`src/rtl/enc_pkg.sv`:
```
// Shared constants and types for the 8-to-3 encoder serializer.
package enc_pkg;

  localparam int ENC_WIDTH  = 8;
  localparam int ENC_CODE_W = 3;

  typedef enum logic {
    IDLE = 1'b0,
    EMIT = 1'b1
  } enc_state_t;

  typedef logic [ENC_CODE_W-1:0] enc_code_t;

endpackage

```
`src/rtl/encoder_83_serializer_prio_enc.sv`:
```
// Combinational find-first-set: lowest set index (MSB_FIRST=0) or highest (MSB_FIRST=1).
module prio_enc #(
  parameter int WIDTH     = 8,
  parameter int MSB_FIRST = 0,
  localparam int CODE_W   = $clog2(WIDTH)
) (
  input  logic [WIDTH-1:0]  req,
  output logic [CODE_W-1:0] code,
  output logic              found
);

  // Later loop iterations override earlier ones, so scan toward the winning end.
  always_comb begin
    code  = '0;
    found = 1'b0;
    for (int i = 0; i < WIDTH; i++) begin
      if (MSB_FIRST != 0) begin
        if (req[i]) begin
          code  = CODE_W'(i);
          found = 1'b1;
        end
      end else begin
        if (req[WIDTH-1-i]) begin
          code  = CODE_W'(WIDTH-1-i);
          found = 1'b1;
        end
      end
    end
  end

endmodule

```
`src/rtl/encoder_83_serializer.sv`:
```
// Serializes an accepted request vector into one binary index per output handshake.
// Optional macro ENC_POPCOUNT_EN adds req_count, the popcount of the accepted vector.
//
// state | meaning
// IDLE  | ready for a new vector, no code presented
// EMIT  | presenting the priority-encoded index of the pending mask
module encoder_83_serializer
  import enc_pkg::*;
#(
  parameter int WIDTH     = ENC_WIDTH,
  parameter int MSB_FIRST = 0,
  localparam int CODE_W   = $clog2(WIDTH)
) (
  input  logic              clk,
  input  logic              rst,
  input  logic              req_valid,
  output logic              req_ready,
  input  logic [WIDTH-1:0]  req_vec,
  output logic              out_valid,
  input  logic              out_ready,
  output logic [CODE_W-1:0] out_code,
  output logic              out_last,
`ifdef ENC_POPCOUNT_EN
  output logic [CODE_W:0]   req_count,
`endif
  output logic              zero_drop
);

  enc_state_t        r_state;
  enc_state_t        w_state_nxt;
  logic [WIDTH-1:0]  r_pend;
  logic [WIDTH-1:0]  w_pend_nxt;
  logic              r_zero_drop;
  logic              w_zero_nxt;
  logic              w_accept;
  logic              w_found;
  logic              w_onehot;
  logic [WIDTH-1:0]  w_clr_mask;
  logic [CODE_W-1:0] w_code;

  prio_enc #(
    .WIDTH     (WIDTH),
    .MSB_FIRST (MSB_FIRST)
  ) u_prio_enc (
    .req   (r_pend),
    .code  (w_code),
    .found (w_found)
  );

  assign w_onehot   = (r_pend != '0) && ((r_pend & (r_pend - WIDTH'(1))) == '0);
  assign w_clr_mask = WIDTH'(1) << w_code;

  assign req_ready = (r_state == IDLE);
  assign out_valid = (r_state == EMIT) && w_found;
  assign out_code  = w_code;
  assign out_last  = (r_state == EMIT) && w_onehot;
  assign zero_drop = r_zero_drop;

  always_comb begin
    w_state_nxt = r_state;
    w_pend_nxt  = r_pend;
    w_zero_nxt  = 1'b0;
    w_accept    = 1'b0;
    case (r_state)
      IDLE: begin
        if (req_valid) begin
          w_accept = 1'b1;
          if (req_vec != '0) begin
            w_pend_nxt  = req_vec;
            w_state_nxt = EMIT;
          end else begin
            w_zero_nxt = 1'b1;
          end
        end
      end
      EMIT: begin
        if (out_ready) begin
          w_pend_nxt = r_pend & ~w_clr_mask;
          if (w_onehot) begin
            w_state_nxt = IDLE;
          end
        end
      end
      default: w_state_nxt = IDLE;
    endcase
  end

  always_ff @(posedge clk or posedge rst) begin
    if (rst) begin
      r_state     <= IDLE;
      r_pend      <= '0;
      r_zero_drop <= 1'b0;
    end else begin
      r_state     <= w_state_nxt;
      r_pend      <= w_pend_nxt;
      r_zero_drop <= w_zero_nxt;
    end
  end

`ifdef ENC_POPCOUNT_EN
  logic [CODE_W:0] r_count;
  logic [CODE_W:0] w_popcnt;

  always_comb begin
    w_popcnt = '0;
    for (int i = 0; i < WIDTH; i++) begin
      w_popcnt = w_popcnt + {{CODE_W{1'b0}}, req_vec[i]};
    end
  end

  // An all-zero vector naturally counts to 0, so zero_drop accepts need no special case.
  always_ff @(posedge clk or posedge rst) begin
    if (rst) begin
      r_count <= '0;
    end else if (w_accept) begin
      r_count <= w_popcnt;
    end
  end

  assign req_count = r_count;
`else
  logic w_accept_unused;
  assign w_accept_unused = w_accept;
`endif

endmodule

```
`config.mk`:
```
export PLATFORM = sky130hd
export DESIGN_NAME = encoder_83_serializer
export DESIGN_NICKNAME = d
export VERILOG_FILES = /design/src/rtl/enc_pkg.sv /design/src/rtl/encoder_83_serializer_prio_enc.sv /design/src/rtl/encoder_83_serializer.sv
export SDC_FILE = /design/constraint.sdc
export NUM_CORES = 1
export LEC_CHECK = 0
export CAP_MARGIN = 15
export CELL_PAD_IN_SITES_DETAIL_PLACEMENT = 1
export CELL_PAD_IN_SITES_GLOBAL_PLACEMENT = 2
export CORE_UTILIZATION = 34
export DETAILED_ROUTE_END_ITERATION = 10
export DONT_BUFFER_PORTS = 1
export PLACE_DENSITY_LB_ADDON = 0.1
export REMOVE_ABC_BUFFERS = 1
export SKIP_CTS_REPAIR_TIMING = 1
export SLEW_MARGIN = 5
export SYNTH_ARGS = -nofsm -noshare
export SYNTH_HDL_FRONTEND = slang
export SYNTH_SLANG_ARGS = --single-unit
```
`constraint.sdc`:
```
create_clock -name clk -period 2.55 [get_ports clk]
set_clock_uncertainty 0.2 [all_clocks]
set_input_delay 0.1275 -clock clk [delete_from_list [all_inputs] [get_ports clk]]
set_output_delay 0.1275 -clock clk [all_outputs]
set_load 0.1 [all_outputs]
```
==> results.md <==
* Hold Vio Cnt, Final at 0
* Setup-failing EPs final at 0
* DRC Markers at 0
* Core ar. at 1800 um2
* Clock tree buffer depth at 2
* Via Count at 695
* Fmax at 404 MHz
* Fin cells at 121
* Synthesis-stage register bit count at 10
* Fillcell total at 224
* Place WS at 0.318 ns
* Mapped cell area at 677 um2
* DP Wirelength at 1380 um
* Post-Place Cells at 103
* Reg area at 251 um2
* # IOs at 19
* Commonest non-fill, non-tap cell in the layout: dlygate4sd3_1
* Total global routing overflow at 0
* Placer congestion estimate at 0.786
* Crit path time final at 2.48 ns
* Core Rows at 15
* Critical path's slowest cell: or4_4
* First-pass GRT wire length at 3120 um
* CP endpoint kind: primary output
* Horiz. Die Dim at 46.6 um
* Status: completed
* Clock tree root driver cell: clkbuf_4
* H-tree level count at 1
* Largest net degree at the start of global routing at 13
* PortBufs at 0
* Max Cap Viol at 0
* Initial cell density of the core at 37.6%
* Critical path startpoint category: flop
* Hold crit path type: in -> reg
* Yosys warning count at 0
* Initial antenna violation count at 0
* WP data arrival at 2.15 ns
* Crit Path Class: reg -> out
* Hold path startpoint: out_ready
* Final slew viol count at 0
* CTS Sinks at 10
* Hold Slack at 0.0568 ns
* CTS clk-pin slew, worst paths at 0.06 ns
* Crit-path max cell delay at 0.59 ns
* Relative slew slack at 32.9%
* Worst path cell trace: or4_4, a2111oi_4, or3_4, and3_1, buf_12
* Area of the multi-input gates at 409 um2
* Die Ht at 46.6 um
* Total CTS buffers at 3
* Vias in the first global route at 665
* WL/cell at 16.1 um
* RSZ-0062 raised after global routing: no
* FF-to-FF Start: r_pend[2]
* Commonest non-fill, non-tap cells in the layout: dlygate4sd3_1 (12), o21ai_0 (11), dfrtp_1 (9), nand2_1 (8)
* 1st-pass router iterations at 4
* Sequential share of the synthesized area at 37.0%
* Setup ws final at 0.0731 ns
* Initial DRC count at 8
* CTS tree: yes
* Synth-to-layout area growth at 33.5%
* Crit-path max FO at 5
* Cells after Synth at 80
* Die ar. at 2170 um2
* Gr usage total at 20.2%
* Post-route ant nets at 0
* Antenna diodes at 0
* Syn_area_per_cell at 8.46 um2
* Worst-Skew Late Latency at 0.25 ns
* Final setup TNS at 0 ns
* Unique cell type count in the Yosys netlist at 31
* Worst-Margin Slew at 1.01 ns
* Detailed Route WL at 1950 um
* Layout cells sized above 1 at 17.7%
* Tcrit/Tclk final at 97.1%
* Via density at 5.74
* Nets at 110
* CP required at 2.22 ns
* Critical Path Start: r_pend[2]
per-stage QoR:
stage,util [%],cell area [um2]
6_report,50.1,903
5_1_grt,50.1,903
4_1_cts,41.9,754
3_5_place_dp,40.6,732
3_3_place_gp,40.6,732
2_1_floorplan,-,658
synthesized netlist by cell type:
master | instances | share of area, %
nand2_1 | 8 | 4.4
clkbuf_1 | 5 | 2.8
or2_1 | 1 | 0.92
nor4_1 | 5 | 4.6
a211oi_1 | 1 | 1.1
nand3_1 | 1 | 0.74
o21ba_2 | 1 | 1.5
a21oi_1 | 6 | 4.4
and3_1 | 1 | 0.92
o21bai_1 | 1 | 1.1
a21o_1 | 2 | 2.2
o211ai_1 | 1 | 1.1
nor3_1 | 1 | 0.74
or4_4 | 1 | 1.7
or4_1 | 1 | 1.1
nand2b_4 | 1 | 2.0
xor2_1 | 1 | 1.3
o21ai_0 | 11 | 8.1
a22o_1 | 1 | 1.3
or3_1 | 3 | 2.8
a41oi_1 | 1 | 1.3
nor2b_1 | 2 | 1.8
nor2_1 | 4 | 2.2
o31a_1 | 1 | 1.3
a32oi_1 | 2 | 2.6
o21ai_1 | 1 | 0.74
inv_1 | 3 | 1.7
nand2b_1 | 1 | 0.92
dfrtp_1 | 10 | 37
a2111oi_4 | 1 | 4.1
a32o_1 | 1 | 1.5
flip-flops by register name, indices dropped and copies added, names as in the netlist:
name and count:
zero_drop 1, r_state 1, r_pend 8
path summary, 6_finish.rpt:
| kind | slack, ns | cells past startpoint | end |
|---|---|---|---|
| worst max-delay path | 0.07 | 5 | out_last |
| worst min-delay path | 0.06 | 3 | r_pend[5] |
| worst max register to register | 0.58 | 4 | r_state |
| worst min register to register | 0.42 | 2 | r_pend[2] |
| max in group asynchronous | 1.76 | 2 | r_pend[2] |
| min in group asynchronous | 0.09 | 2 | r_pend[0] |
final cells by class:
type	count	area share (%)
Clock buffer	3	2.49
Inverter	3	1.25
Multi-Input combinational cell	62	45.3
Sequential cell	10	27.8
Tap cell	25	3.46
Timing Repair Buffer	18	19.7
per-layer routing:
| metal | up-vias | global-route usage, % | part of all wire, % |
|---|---|---|---|
| met3 | 2 | 3.92 | 3.9 |
| met4 | 0 | 3.43 | 0.51 |
| met1 | 343 | 28.3 | 48 |
| met2 | 15 | 32.5 | 48 |
| met5 | - | 0 | 0 |
| li1 | 335 | - | - |
cells by family (layout without fill, tap and decap cells):
family | count (synthesis) | after routing | share of synthesized area (%)
compound gates | 31 | 31 | 32.3
xor+xnor | 1 | 1 | 1.29
buf+inv | 8 | 24 | 4.44
flops | 10 | 10 | 37.0
simple gates | 30 | 30 | 25.0
worst max-delay path, delay by kind of cell (launching register included):
kind	cells	cell delay (ns)
AOI/OAI and AO/OA	1	0.32
buffers and inverters	1	0.18
DFF	1	0.43
and+or+nand+nor	3	0.96
Power is not shown: default switching activity piles up to over one toggle a cycle in this logic, so the estimate is an artifact.
